**src/rtl/frame_write_engine.sv**
```systemverilog
// Frame RAM write engine: turns NIOS custom-instruction commands into
// single-bit writes on the 64x64 VGA frame RAM write port.
module frame_write_engine #(
  parameter int unsigned ADDR_WIDTH = 12,
  parameter int unsigned DEPTH      = 4096,
  parameter int unsigned WORD_BITS  = 32
) (
  input  logic                  clk,
  input  logic                  reset,
  input  logic                  start,
  input  logic [31:0]           dataa,
  input  logic [31:0]           datab,
  output logic                  done,
  output logic [31:0]           result,
  output logic                  busy,
  output logic                  wr_en,
  output logic [ADDR_WIDTH-1:0] wr_addr,
  output logic                  wr_data
);

  localparam int unsigned CNT_W = $clog2(DEPTH + 1);
  localparam logic [ADDR_WIDTH-1:0] LAST_ADDR = ADDR_WIDTH'(DEPTH - 1);

  localparam logic [1:0] OP_WORD  = 2'b00;
  localparam logic [1:0] OP_FILL  = 2'b01;
  localparam logic [1:0] OP_PIXEL = 2'b10;

  typedef enum logic [1:0] {
    IDLE,
    WRITE,
    DONE
  } state_t;

  state_t                 state;
  logic [WORD_BITS-1:0]   shift;
  logic                   fill_mode;
  logic [CNT_W-1:0]       count;
  logic [CNT_W-1:0]       total;

  logic [1:0]             opcode;
  logic [ADDR_WIDTH-1:0]  base;
  logic                   unused_dataa;

  assign opcode       = dataa[31:30];
  assign base         = dataa[ADDR_WIDTH-1:0];
  assign unused_dataa = ^dataa[29:ADDR_WIDTH];

  // Command FSM: the first write is issued on the accept edge so that
  // writes occupy cycles 1..N and done lands on cycle N+1.
  always_ff @(posedge clk or posedge reset) begin
    if (reset) begin
      state     <= IDLE;
      shift     <= '0;
      fill_mode <= 1'b0;
      count     <= '0;
      total     <= '0;
      done      <= 1'b0;
      result    <= '0;
      busy      <= 1'b0;
      wr_en     <= 1'b0;
      wr_addr   <= '0;
      wr_data   <= 1'b0;
    end else begin
      case (state)
        IDLE: begin
          done   <= 1'b0;
          result <= '0;
          wr_en  <= 1'b0;
          if (start) begin
            busy  <= 1'b1;
            count <= CNT_W'(1);
            case (opcode)
              OP_WORD: begin
                state     <= WRITE;
                wr_en     <= 1'b1;
                wr_addr   <= base;
                wr_data   <= datab[0];
                shift     <= datab[WORD_BITS-1:0] >> 1;
                fill_mode <= 1'b0;
                total     <= CNT_W'(WORD_BITS);
              end
              OP_FILL: begin
                state     <= WRITE;
                wr_en     <= 1'b1;
                wr_addr   <= '0;
                wr_data   <= datab[0];
                fill_mode <= 1'b1;
                total     <= CNT_W'(DEPTH);
              end
              OP_PIXEL: begin
                state     <= WRITE;
                wr_en     <= 1'b1;
                wr_addr   <= base;
                wr_data   <= datab[0];
                fill_mode <= 1'b0;
                total     <= CNT_W'(1);
              end
              default: begin
                state  <= DONE;
                done   <= 1'b1;
                result <= 32'h8000_0000;
              end
            endcase
          end
        end

        WRITE: begin
          if (count == total) begin
            state  <= DONE;
            wr_en  <= 1'b0;
            done   <= 1'b1;
            result <= 32'(count);
          end else begin
            wr_en   <= 1'b1;
            wr_addr <= (wr_addr == LAST_ADDR) ? '0 : wr_addr + ADDR_WIDTH'(1);
            // FILL holds the latched pixel bit; other commands shift LSB first
            if (!fill_mode) begin
              wr_data <= shift[0];
            end
            shift <= shift >> 1;
            count <= count + CNT_W'(1);
          end
        end

        DONE: begin
          state  <= IDLE;
          done   <= 1'b0;
          result <= '0;
          busy   <= 1'b0;
        end

        default: begin
          state <= IDLE;
          busy  <= 1'b0;
          wr_en <= 1'b0;
        end
      endcase
    end
  end

endmodule
```
**config.mk**
```make
export PLATFORM = sky130hd
export DESIGN_NAME = frame_write_engine
export DESIGN_NICKNAME = d
export VERILOG_FILES = /design/src/rtl/frame_write_engine.sv
export SDC_FILE = /design/constraint.sdc
export NUM_CORES = 1
export LEC_CHECK = 0
export ABC_CLOCK_PERIOD_IN_PS = 4200
export BUFFER_PORTS_ARGS = -buffer_cell sky130_fd_sc_hd__buf_4
export CAP_MARGIN = 10
export CORE_ASPECT_RATIO = 1.2
export CORE_MARGIN = 2
export CORE_UTILIZATION = 55
export DETAILED_ROUTE_END_ITERATION = 16
export PLACE_DENSITY = 0.94
export REMOVE_ABC_BUFFERS = 1
export SETUP_SLACK_MARGIN = 0.4
export SLEW_MARGIN = 5
export SYNTH_ARGS = -nofsm -noshare
export SYNTH_HDL_FRONTEND = slang
export SYNTH_SLANG_ARGS = --single-unit
```
**constraint.sdc**
```tcl
create_clock -name clk -period 4.2 [get_ports clk]
set_input_delay 0.63 -clock clk [delete_from_list [all_inputs] [get_ports clk]]
set_output_delay 0.63 -clock clk [all_outputs]
set_load 0.05 [all_outputs]
```
==> results by group, run 1 <==
Timing
  • Total Negative Setup Slacks: 0 ns
  • Max Fclk: just under 0.4 GHz
  • Period minus WS final: around 2.5 ns
  • Endpoints failing hold: 0
  • Worst Clk Skew: between 0.009 and 0.01 ns
  • Slew headroom: 0.3777
  • Crit share post-route: 0.6034
  • Final Max Slew Viols: 0
  • Worst-Margin Slew: 0.9301 ns
  • RSZ-0062 raised after global routing: no
  • Final setup vio count: 0

Setup path
  • CP Launch Point: state[1]
  • Slowest stage cell, crit path: o21ai_4
  • CP Cell Sequence: inv_1 -> ha_2 -> nand3_1 -> o21ai_4 -> buf_4 -> o21ai_0
  • Critical Path Start Type: register
  • Arrival @ worst endpoint: 2.76 ns
  • Crit path kind: reg2reg
  • Max FO, Critical Path: 40
  • Largest stage delay on the critical path: around 0.67 ns
  • CP Capture Type: register
  • Reg-to-reg slack, setup: roughly 1.7 ns
  • Worst path required time: 4.42 ns
  • Worst R2R End: shift[23]
  • R2R cell count: 6
  • RR Startpoint: state[1]

Clock tree
  • Clk_lat worst skew: about 0.36 ns
  • Reg clk slew, reported paths: around 0.08 ns
  • Total CTS buffers: 9
  • Clock Tree Root: clkbuf_8
  • CTS tree: done
  • CTS H-Tree Depth: 3
  • Post-CTS Setup Inserts: 0
  • Post-CTS Hold Buffers: 0
  • Resized Gates After CTS: 0
  • CTS Sinks: 80
  • Clock Tree Buf Depth: 2

Die
  • Die Wd: roughly 84 µm
  • Row count: 34
  • Die area: 0.008383 mm²
  • Core Region: 0.007360 mm²
  • Die Height: about 100 µm
  • IO Count: between 100 and 150
  • Initial Utilization: 0.5728

Global route
  • Global-route wire length before repair: 16.37 mm
  • Pin count of the biggest net entering global routing: between 50 and 60
  • Initial antenna violation count: 0
  • Tot GR Track Use: 0.2420
  • Global route overflow: 0
  • Vias in the first global route: around 3600

Synthesis
  • Synth Instances: 454
  • Number of synthesized flops with an enable pin: 0
  • Synth top area cells: dfrtp_1, mux2i_1, nand2_1, o21ai_0, ha_1
  • Mux cell area share after synthesis: 0.08400
  • Largest family of logic cells by synthesized area: simple AND/OR/NAND/NOR gates
  • Sequential-to-total area share from yosys stat: 0.4749
  • Synth Flop Type: dfrtp_1
  • Synth Area in Compound Gates: 0.1624
  • XOR/XNOR share of the synthesized area: 0.006233
  • Synth Area in Simple Gates: 0.1704
  • Seq cells post-synth: 80
  • Area leader, netlist: dfrtp_1
  • Synth cell types: 50
  • Average size of a mapped cell: about 9.3 µm²
  • Post-synth ARST share: 1.000
  • Share of the synthesized area in the top cell type: 0.4749
  • Synth Cell Area: ~0.0042 mm²
  • Post-Synth Adder-Cell Area: 0.03265
  • YS warnings: 0

Detailed routing
  • Drt via density: 5.825
  • Antenna Nets Post-Route: 0
  • # DRC: 0
  • Total Routed Length: between 9 and 10 mm
  • Routed length per instance: approximately 16 µm
  • Number of DRC markers in iteration 0: between 200 and 300
  • DR pass1 iterations: 4
  • Via Count: 3600

Outcome
  • Status: finished, final reports clean

Power and ir drop
  • Max rail drop VDD: ~0.4 mV
  • P per Cell Area: about 640 mW/mm²
  • Lkg Pwr: roughly 0.0023 µW

Finish
  • FILL cells: around 540
  • Fraction of layout cells with a size suffix above 1: 0.2064
  • Inserted Diodes: 0
  • Nets@finish: around 600
  • Non-Filler Instances: 618
  • Commonest cells after routing, fill and taps aside: nand2_1, buf_4, dfrtp_1, o21ai_0, mux2i_1
  • Area Growth Syn to Fin: 18.91%

Placement
  • DP Wirelength: 6.794 mm
  • Port bufs: 78
  • GPL Wtd Cong: 0.8821
  • Dpl cells: 602

Min path
  • Worst hold-check path type: in2async

Run
  • Max-cap check violation count: 0
-- cells by family (layout without fill, tap and decap cells) --
kind of cell,count (synthesis),in the layout
and+or+nand+nor,157,157
AOI/OAI and AO/OA,113,113
DFF,80,80
buffers and inverters,54,111
muxes,35,35
adders and majority gates,11,11
xor gates and xnor gates,3,3
other,1,18
-- cell type report --
class                           instances  area (µm²)  share of cell area
Sequential cell                        80        2002              0.3994
Multi-Input combinational cell        337        2002              0.3994
Timing Repair Buffer                   82       615.6              0.1228
Clock buffer                           10       137.6             0.02746
Tap cell                               90       112.6             0.02247
Clock inverter                          6       92.59             0.01847
Inverter                               13       50.05            0.009985
-- report_power, final --
part | internal (µW) | total [µW] | switching [µW]
clock | 353 | 650 | 297
combinational | 460 | 1370 | 910
sequential | 1010 | 1210 | 197
-- sequential cells by signal (all words and copies together) (netlist names) --
signal	flops
shift	31
result	14
count	13
wr_addr	12
total	3
state	2
busy	1
done	1
fill_mode	1
wr_data	1
wr_en	1
-- cell usage after synthesis (all sizes together), types with 2 or more instances --
cell    count
nand2      82
dfrtp      80
o21ai      61
buf        32
mux2i      32
nor2       24
a21oi      18
nand3      14
inv        13
nor2b      13
ha         11
clkbuf      9
nor4        6
a21o        4
nand4       4
o311ai      4
o31ai       4
a31oi       3
mux2        3
nor3        3
o22ai       3
xnor2       3
a211oi      2
a22o        2
a32oi       2
and2        2
and3        2
nand2b      2
o41ai       2
or3         2
-- critical path: cells and delay by family, from the launching register on --
kind            cells  cell delay, ns
flops               1            0.41
fa+ha+maj           1            0.46
buf+inv             2            0.46
simple gates        1            0.24
compound gates      2            0.82
-- worst max path at each step --
| stage | to | cells past startpoint |
|---|---|---|
| floorplan | shift[0] | 5 |
| global placement | shift[17] | 6 |
| detailed placement | shift[25] | 6 |
| CTS | shift[23] | 6 |
| global route | shift[23] | 6 |
| finish | shift[23] | 6 |
-- routing by layer --
metal	routed length [µm]	track usage
met3	656	0.04852
met4	324	0.1414
met5	0	0
met1	3732	0.2882
met2	4896	0.4092
-- metrics by stage --
step	power (µW)	setup WS [ns]	hold slack [ns]	instance area (µm²)	utilization
after floorplan	2173	-0.5047	0.4444	4039	-
final	3229	1.666	0.4163	5012	0.6811
after global placement	2496	1.800	0.4613	4782	0.6498
after detailed placement	2580	1.720	0.4709	4782	0.6498
after CTS	3229	1.669	0.4361	5012	0.6811
after global routing	3439	1.422	0.4773	5012	0.6811
Power figures use the tool's default switching activity.
==> inputs of run 2 (changes only) <==
--- a/config.mk
+++ b/config.mk
@@ -5,14 +5,15 @@
 export SDC_FILE = /design/constraint.sdc
 export NUM_CORES = 1
 export LEC_CHECK = 0
-export ABC_CLOCK_PERIOD_IN_PS = 4200
+export ABC_AREA = 1
+export ABC_CLOCK_PERIOD_IN_PS = 2400
 export BUFFER_PORTS_ARGS = -buffer_cell sky130_fd_sc_hd__buf_4
 export CAP_MARGIN = 10
 export CORE_ASPECT_RATIO = 1.2
 export CORE_MARGIN = 2
-export CORE_UTILIZATION = 55
+export CORE_UTILIZATION = 53
 export DETAILED_ROUTE_END_ITERATION = 16
-export PLACE_DENSITY = 0.94
+export PLACE_DENSITY = 0.91
 export REMOVE_ABC_BUFFERS = 1
 export SETUP_SLACK_MARGIN = 0.4
 export SLEW_MARGIN = 5
==> constraint.sdc (replaced) <==
create_clock -name clk -period 2.4 [get_ports clk]
set_input_delay 0.36 -clock clk [delete_from_list [all_inputs] [get_ports clk]]
set_output_delay 0.36 -clock clk [all_outputs]
set_load 0.05 [all_outputs]
==> results by group, run 2 <==
Setup path
  • CP Capture Type: register
  • Critical Path Start Type: register
  • Max FO, Critical Path: 12 (-70%)
  • R2R cell count: 9 (+3)
  • CP most frequent cell: nand2_1
  • Arrival @ worst endpoint: 2.14 ns (-0.62 ns)
  • CP Depth: 9 (+3)
  • Slowest stage cell, crit path: dfrtp_1
  • Crit path kind: reg2reg
  • Worst path buffer plus inverter count: 2 (unchanged)
  • Largest stage delay on the critical path: 0.42 ns (-0.25 ns)
  • Crit-path leading delay family: simple AND/OR/NAND/NOR gates
  • CP Cell Sequence: inv_1 -> ha_2 -> inv_2 -> or2_1 -> nor3_4 -> nor2_4 -> nand2_4 -> nand2_1 -> nand2_1
  • Worst path required time: 2.70 ns (-1.72 ns)

Power and ir drop
  • P per Cell Area: 1184 mW/mm² (+84%)
  • Combinational share of power: 0.488 (+0.064)
  • Max rail drop VDD: 0.6617 mV (+66%)
  • Sw power: 2870 µW (+100%)
  • Sequential Power Share: 0.350 (-0.024)
  • Int Power: 3322 µW (+82%)
  • Sw Share: 0.4635 (+0.02851)
  • Clk pwr share: 0.161 (-0.040)
  • Lkg Pwr: 0.002630 µW (+13%)

Synthesis
  • Synth top area cells: dfrtp_1, nand2_1, mux2i_1, buf_4, inv_1
  • Synth Instances: 540 (+19%)
  • Most common cell in the synthesized netlist: nand2_1
  • Seq cells post-synth: 80 (unchanged)
  • Average size of a mapped cell: 8.117 µm² (-13%)
  • Area leader, netlist: dfrtp_1
  • Share of the synthesized area in the top cell type: 0.4568 (-0.01817)
  • Post-synth ARST share: 1.000 (unchanged)
  • Number of synthesized flops with an enable pin: 0 (unchanged)
  • YS warnings: 0 (unchanged)
  • Sequential-to-total area share from yosys stat: 0.4568 (-0.01817)
  • Synth Cell Area: 0.004383 mm² (+4.0%)
  • Synth cell types: 33 (-34%)
  • Commonest cells in the synthesized netlist: nand2_1, dfrtp_1, inv_1
  • Synth Flop Type: dfrtp_1

Detailed routing
  • WL met2: 4.946 mm (+1.0%)
  • Number of DRC markers in iteration 0: 295 (+3.5%)
  • Met3 wire len: 454 µm (-31%)
  • Drt via density: 5.251 (-9.9%)
  • Top Metal Used: met4
  • Routed length per instance: 13.50 µm (-13%)
  • DR pass1 iterations: 4 (unchanged)
  • # DRC: 0 (unchanged)
  • Via Count: 3765 (+4.6%)
  • Antenna Nets Post-Route: 0 (unchanged)
  • Total Routed Length: 9.679 mm (+0.73%)
  • M1 WL: 4.067 mm (+9.0%)

Die
  • Core Region: 0.008063 mm² (+9.6%)
  • Row count: 36 (+5.9%)
  • Die area: 0.009016 mm² (+7.6%)
  • Initial Utilization: 0.5436 (-0.02916)
  • IO Count: 115 (unchanged)
  • Die Height: 103.6 µm (+3.7%)
  • Die Wd: 87.02 µm (+3.7%)

Finish
  • Register with the most flip-flops: shift
  • Largest registers: shift x31, result x14, count x13
  • Fin util: 0.6487 (-0.03240)
  • Inserted Diodes: 0 (unchanged)
  • Area Growth Syn to Fin: 19.33%
  • Most common cell after layout, fill and taps aside: nand2_1
  • Fin area: 0.005230 mm² (+4.3%)
  • Fraction of layout cells with a size suffix above 1: 0.1994 (-0.007082)
  • Largest register FFs: 31 (unchanged)
  • Commonest cells after routing, fill and taps aside: nand2_1, buf_4, dfrtp_1, inv_1, nor2_1
  • Nets@finish: 695 (+16%)

Clock tree
  • Clock Tree Buf Depth: 2 (unchanged)
  • Post-CTS Hold Buffers: 0 (unchanged)
  • Post-CTS Setup Inserts: 0 (unchanged)
  • Clk_lat worst skew: 0.36 ns (about the same)
  • CTS tree: done
  • CTS Sinks: 80 (unchanged)
  • Resized Gates After CTS: 1 (+1)
  • Total CTS buffers: 9 (unchanged)
  • Clock Tree Root: clkbuf_8
  • CTS H-Tree Depth: 3 (unchanged)
  • Reg clk slew, reported paths: 0.08 ns (about the same)

Timing
  • Slew headroom: 0.5836 (+0.2060)
  • WHS: 0.05268 ns (-0.3636 ns)
  • Final setup vio count: 0 (unchanged)
  • Worst-Margin Slew: 0.6238 ns (-0.3063 ns)
  • RSZ-0062 raised after global routing: no
  • Total Negative Setup Slacks: 0 ns (unchanged)
  • Final Max Slew Viols: 0 (unchanged)
  • Period minus WS final: 1.839 ns (-0.6954 ns)
  • Max Fclk: 0.5438 GHz (+38%)
  • Crit share post-route: 0.7662 (+0.1628)
  • Worst Clk Skew: 0.009348 ns (-0.0002925 ns)
  • Endpoints failing hold: 0 (unchanged)

Placement
  • GPL Wtd Cong: 0.9039 (+2.5%)
  • Port bufs: 78 (unchanged)
  • DP Wirelength: 6.945 mm (+2.2%)
  • DP Area: 0.004984 mm² (+4.2%)

Global route
  • Global route overflow: 0 (unchanged)
  • Pin count of the biggest net entering global routing: 63 (+21%)
  • Vias in the first global route: 3590 (-1.6%)
  • Initial antenna violation count: 0 (unchanged)
  • Global-route wire length before repair: 16.33 mm (-0.25%)
  • Tot GR Track Use: 0.2279 (-0.01415)

Run
  • Max-cap check violation count: 0 (unchanged)

Min path
  • Worst hold-check path type: in2async

Outcome
  • Status: finished, final reports clean
-- run 2: changes by cell type in the layout (fill, tap and decap cells not counted), sizes merged, moves of 4 or more --
cell | before | now
o31ai | 4 | 0
nand3 | 14 | 33
inv | 12 | 46
o311ai | 4 | 0
nor4 | 6 | 0
nor2b | 13 | 0
a21o | 4 | 0
o21ai | 61 | 57
nor2 | 24 | 46
a21oi | 18 | 9
nand2 | 82 | 168
-- run 2: stage by stage --
stage	worst slack [ns]	power, µW	instances
finish	0.5610	6192	717
global route	0.4348	6651	717
CTS	0.4548	6142	717
detailed placement	0.4167	5113	701
global placement	0.4902	4993	701
floorplan	-1.159	4272	522
-- run 2: worst paths after layout --
path,from,slack (ns),endpoint
worst max-delay path,state[1],0.56,wr_addr[5]
worst min-delay path,reset,0.05,result[9]
worst max register to register,state[1],0.56,wr_addr[5]
worst min register to register,result[31],0.49,result[31]
max in group asynchronous,reset,1.69,shift[25]
min in group clk,datab[31],0.27,shift[30]
-- run 2: kinds of logic after synthesis --
family	synth area share
DFF	0.4568
muxes	0.07080
other	0.0008556
xor gates and xnor gates	0.007995
adders and majority gates	0.03140
buffers and inverters	0.09535
AOI/OAI and AO/OA	0.07993
and+or+nand+nor	0.2569
-- run 2: metal layers --
layer | vias to the layer above | GRT usage
li1 | 1850 | -
met1 | 1789 | 0.2794
met2 | 110 | 0.3784
met3 | 16 | 0.06135
met4 | 0 | 0.08594
met5 | - | 0
-- run 2: area by class of cell --
type,count,area [µm²]
Clock inverter,5,56.30
Multi-Input combinational cell,395,2078
Sequential cell,80,2002
Timing Repair Buffer,84,655.6
Tap cell,95,118.9
Inverter,47,177.7
Clock buffer,11,141.4
Fill cell,644,2833
-- run 2: power groups by stage --
stage / logic, µW / registers (µW) / clock network [µW]
after floorplan: 1730 / 2540 / 0
after CTS: 2960 / 2160 / 1020
after detailed placement: 2930 / 2180 / 0
after global placement: 2840 / 2160 / 0
after global routing: 3350 / 2230 / 1080
final: 3020 / 2170 / 999
-- run 2: worst register-to-register path, cell delays in order, from the launching register on --
cell and delay, ns:
dfrtp_1 0.42, inv_1 0.14, ha_2 0.26, inv_2 0.07, or2_1 0.27, nor3_4 0.21
nor2_4 0.11, nand2_4 0.15, nand2_1 0.07, nand2_1 0.07
==> inputs of run 3 (changes only) <==
--- a/config.mk
+++ b/config.mk
@@ -5,15 +5,15 @@
 export SDC_FILE = /design/constraint.sdc
 export NUM_CORES = 1
 export LEC_CHECK = 0
-export ABC_AREA = 1
-export ABC_CLOCK_PERIOD_IN_PS = 2400
+export ABC_AREA = 0
+export ABC_CLOCK_PERIOD_IN_PS = 1770
 export BUFFER_PORTS_ARGS = -buffer_cell sky130_fd_sc_hd__buf_4
 export CAP_MARGIN = 10
 export CORE_ASPECT_RATIO = 1.2
 export CORE_MARGIN = 2
 export CORE_UTILIZATION = 53
 export DETAILED_ROUTE_END_ITERATION = 16
-export PLACE_DENSITY = 0.91
+export PLACE_DENSITY = 0.92
 export REMOVE_ABC_BUFFERS = 1
 export SETUP_SLACK_MARGIN = 0.4
 export SLEW_MARGIN = 5
==> constraint.sdc (replaced) <==
create_clock -name clk -period 1.77 [get_ports clk]
set_input_delay 0.2655 -clock clk [delete_from_list [all_inputs] [get_ports clk]]
set_output_delay 0.2655 -clock clk [all_outputs]
set_load 0.05 [all_outputs]
==> results by group, run 3 (synthesized netlist as in run 1, its figures left out) <==
Outcome
  • Status: finished, violations left
  • Failing checks: setup timing

Timing
  • Slew headroom: 0.6659 (+0.08230)
  • Final setup vio count: 45 (+45)
  • Endpoints failing hold: 0 (unchanged)
  • WHS: 0.1623 ns (+0.1096 ns)
  • Crit share post-route: 1.095 (+0.3288)
  • RSZ-0062 raised after global routing: yes
  • Final worst setup slack: -0.1682 ns (-0.7292 ns)
  • Total Negative Setup Slacks: -2.825 ns (-2.825 ns)
  • Period minus WS final: 1.938 ns (+0.09919 ns)
  • Worst-Margin Slew: 0.5005 ns (-0.1233 ns)
  • Max Fclk: 0.5160 GHz (-5.1%)
  • Worst Clk Skew: 0.01418 ns (+0.004828 ns)
  • Final Max Slew Viols: 0 (unchanged)

Clock tree
  • Clock Tree Buf Depth: 2 (unchanged)
  • Reg clk slew, reported paths: 0.09 ns (about the same)
  • Clk_lat worst skew: 0.38 ns (+0.02 ns)
  • CTS tree: done
  • CTS Sinks: 80 (unchanged)
  • Total CTS buffers: 9 (unchanged)
  • CTS H-Tree Depth: 3 (unchanged)
  • Clock Tree Root: clkbuf_8

Setup path
  • Crit path kind: reg2reg
  • Slowest stage cell, crit path: dfrtp_1
  • Worst path required time: 2.03 ns (-0.67 ns)
  • Critical Path Start Type: register
  • Worst path buffer plus inverter count: 3 (+1)
  • Largest stage delay on the critical path: 0.41 ns (about the same)
  • Max FO, Critical Path: 5 (-7)
  • Worst R2R End: wr_data
  • Reg-to-reg slack, setup: -0.17 ns (-0.73 ns)
  • RR Startpoint: state[1]
  • CP Capture Type: register
  • R2R cell count: 7 (-2)
  • CP Cell Sequence: inv_2 -> buf_12 -> ha_4 -> buf_6 -> a21boi_1 -> o32ai_2 -> mux2_4
  • Crit-path leading delay family: compound AO/OA/AOI/OAI gates
  • Arrival @ worst endpoint: 2.19 ns (+0.05 ns)

Finish
  • Commonest cells after routing, fill and taps aside: buf_4, dfrtp_1, nand2_1, buf_6
  • Register with the most flip-flops: shift
  • Largest registers: shift x31, result x14, count x13
  • Most common cell after layout, fill and taps aside: buf_4
  • FILL cells: 316 (-51%)
  • Area Growth Syn to Fin: 53.55%
  • Inserted Diodes: 0 (unchanged)
  • Fin area: 0.006472 mm² (+24%)
  • Fraction of layout cells with a size suffix above 1: 0.4886 (+0.2892)
  • Nets@finish: 685 (-1.4%)
  • Largest register FFs: 31 (unchanged)

Min path
  • Worst hold-check path type: in2reg
  • Hold endpoint: shift[17]
  • Hold path start: datab[18]
  • Hold Crit Depth: 3

Global route
  • Initial antenna violation count: 0 (unchanged)
  • Vias in the first global route: 4361 (+21%)
  • Global-route wire length before repair: 21.02 mm (+29%)
  • Global route overflow: 0 (unchanged)
  • Tot GR Track Use: 0.3098 (+0.08192)
  • Pin count of the biggest net entering global routing: 34 (-46%)

Power and ir drop
  • Lkg Pwr: 0.002977 µW (+13%)
  • P per Cell Area: 1617 mW/mm² (+37%)
  • Max rail drop VDD: 1.268 mV (+92%)

Placement
  • GPL Wtd Cong: 0.9240 (+2.2%)
  • Port bufs: 78 (unchanged)
  • DP Area: 0.005238 mm² (+5.1%)
  • DP Wirelength: 7.867 mm (+13%)

Detailed routing
  • Via Count: 4673 (+24%)
  • Drt via density: 6.638 (+26%)
  • Total Routed Length: 17.15 mm (+77%)
  • DR pass1 iterations: 5 (+1)
  • Antenna Nets Post-Route: 0 (unchanged)
  • Routed length per instance: 24.36 µm (+80%)
  • # DRC: 0 (unchanged)
  • Number of DRC markers in iteration 0: 448 (+52%)

Die
  • Row count: 35 (-2.8%)
  • Core Region: 0.007707 mm² (-4.4%)
  • Die Height: 101.7 µm (-1.9%)
  • Die Wd: 85.41 µm (-1.8%)
  • Initial Utilization: 0.5469 (+0.003309)
  • IO Count: 115 (unchanged)
  • Die area: 0.008686 mm² (-3.7%)

Run
  • Max-cap check violation count: 0 (unchanged)
## run 3: changes by cell type in the layout (fill, tap and decap cells not counted), moves of 5 or more
cell     previous run  this run
nor2b_1             0        11
nand3_1            31         9
buf_6               0        33
nand2_2             3        21
inv_1              44         9
nor2_1             40        16
buf_4              82       122
o21ai_2             0        21
nand2_1           161        55
inv_6               0         5
o21ai_0            28         8
a21oi_2             0         5
## run 3: worst reg2reg max path: cells and delay by family (launching register included)
family,cells,cell delay [ns]
adder cells (fa/ha/maj),1,0.17
AO/OA/AOI/OAI,2,0.54
flip-flops,1,0.41
buffers and inverters,3,0.35
multiplexers,1,0.35
## run 3: timing repair
action,CTS,global route
hold buffers,1,0
gates cloned,1,6
pin swaps,28,31
setup endpoints to repair,83,85
endpoints found under the hold margin,22,0
resized for setup,84,148
setup buffers,10,9
## run 3: routing by layer
layer  vias to the layer above  GRT usage  wire, µm
met1                      2268     0.3475      5787
met2                       396     0.5523      8537
met4                         0     0.1636      1389
li1                       1872          -         -
met3                       137    0.06520      1432
met5                         -          0         0
## run 3: worst max-delay path by stage
stage | from | end | slack, ns | cells past startpoint
2_1_floorplan | state[1] | shift[0] | -2.93 | 5
3_3_place_gp | count[8] | result[31] | -0.07 | 5
3_5_place_dp | dataa[30] | wr_addr[5] | -0.21 | 10
4_1_cts | count[3] | wr_addr[2] | -0.01 | 6
5_1_grt | wr_addr[0] | wr_addr[10] | -0.20 | 7
6_report | state[1] | wr_data | -0.17 | 7
## run 3: power by group
part / internal (µW) / switching (µW)
Clock: 543 / 815
Sequential: 2400 / 590
Combinational: 2570 / 3540
Total: 5520 / 4950
## run 3: layout make-up
class	count	area [µm²]	share of cell area
multi-input cells	337	2589	0.4000
inverters	13	53.80	0.008312
repair buffers	166	1525	0.2356
clock inverters	7	60.06	0.009279
flip-flops and latches	80	2006	0.3099
clock buffers	9	123.9	0.01914
well taps	92	115.1	0.01778
## run 3: stage by stage
step | instances | total power, µW | util | worst slack, ns
finish | 704 | 10460 | 0.8398 | -0.1682
floorplan | 430 | 5156 | - | -2.935
detailed placement | 661 | 6698 | 0.6795 | -0.2072
CTS | 689 | 8707 | 0.7563 | -0.01108
global route | 704 | 10790 | 0.8398 | -0.1984
global placement | 661 | 6478 | 0.6795 | -0.06622
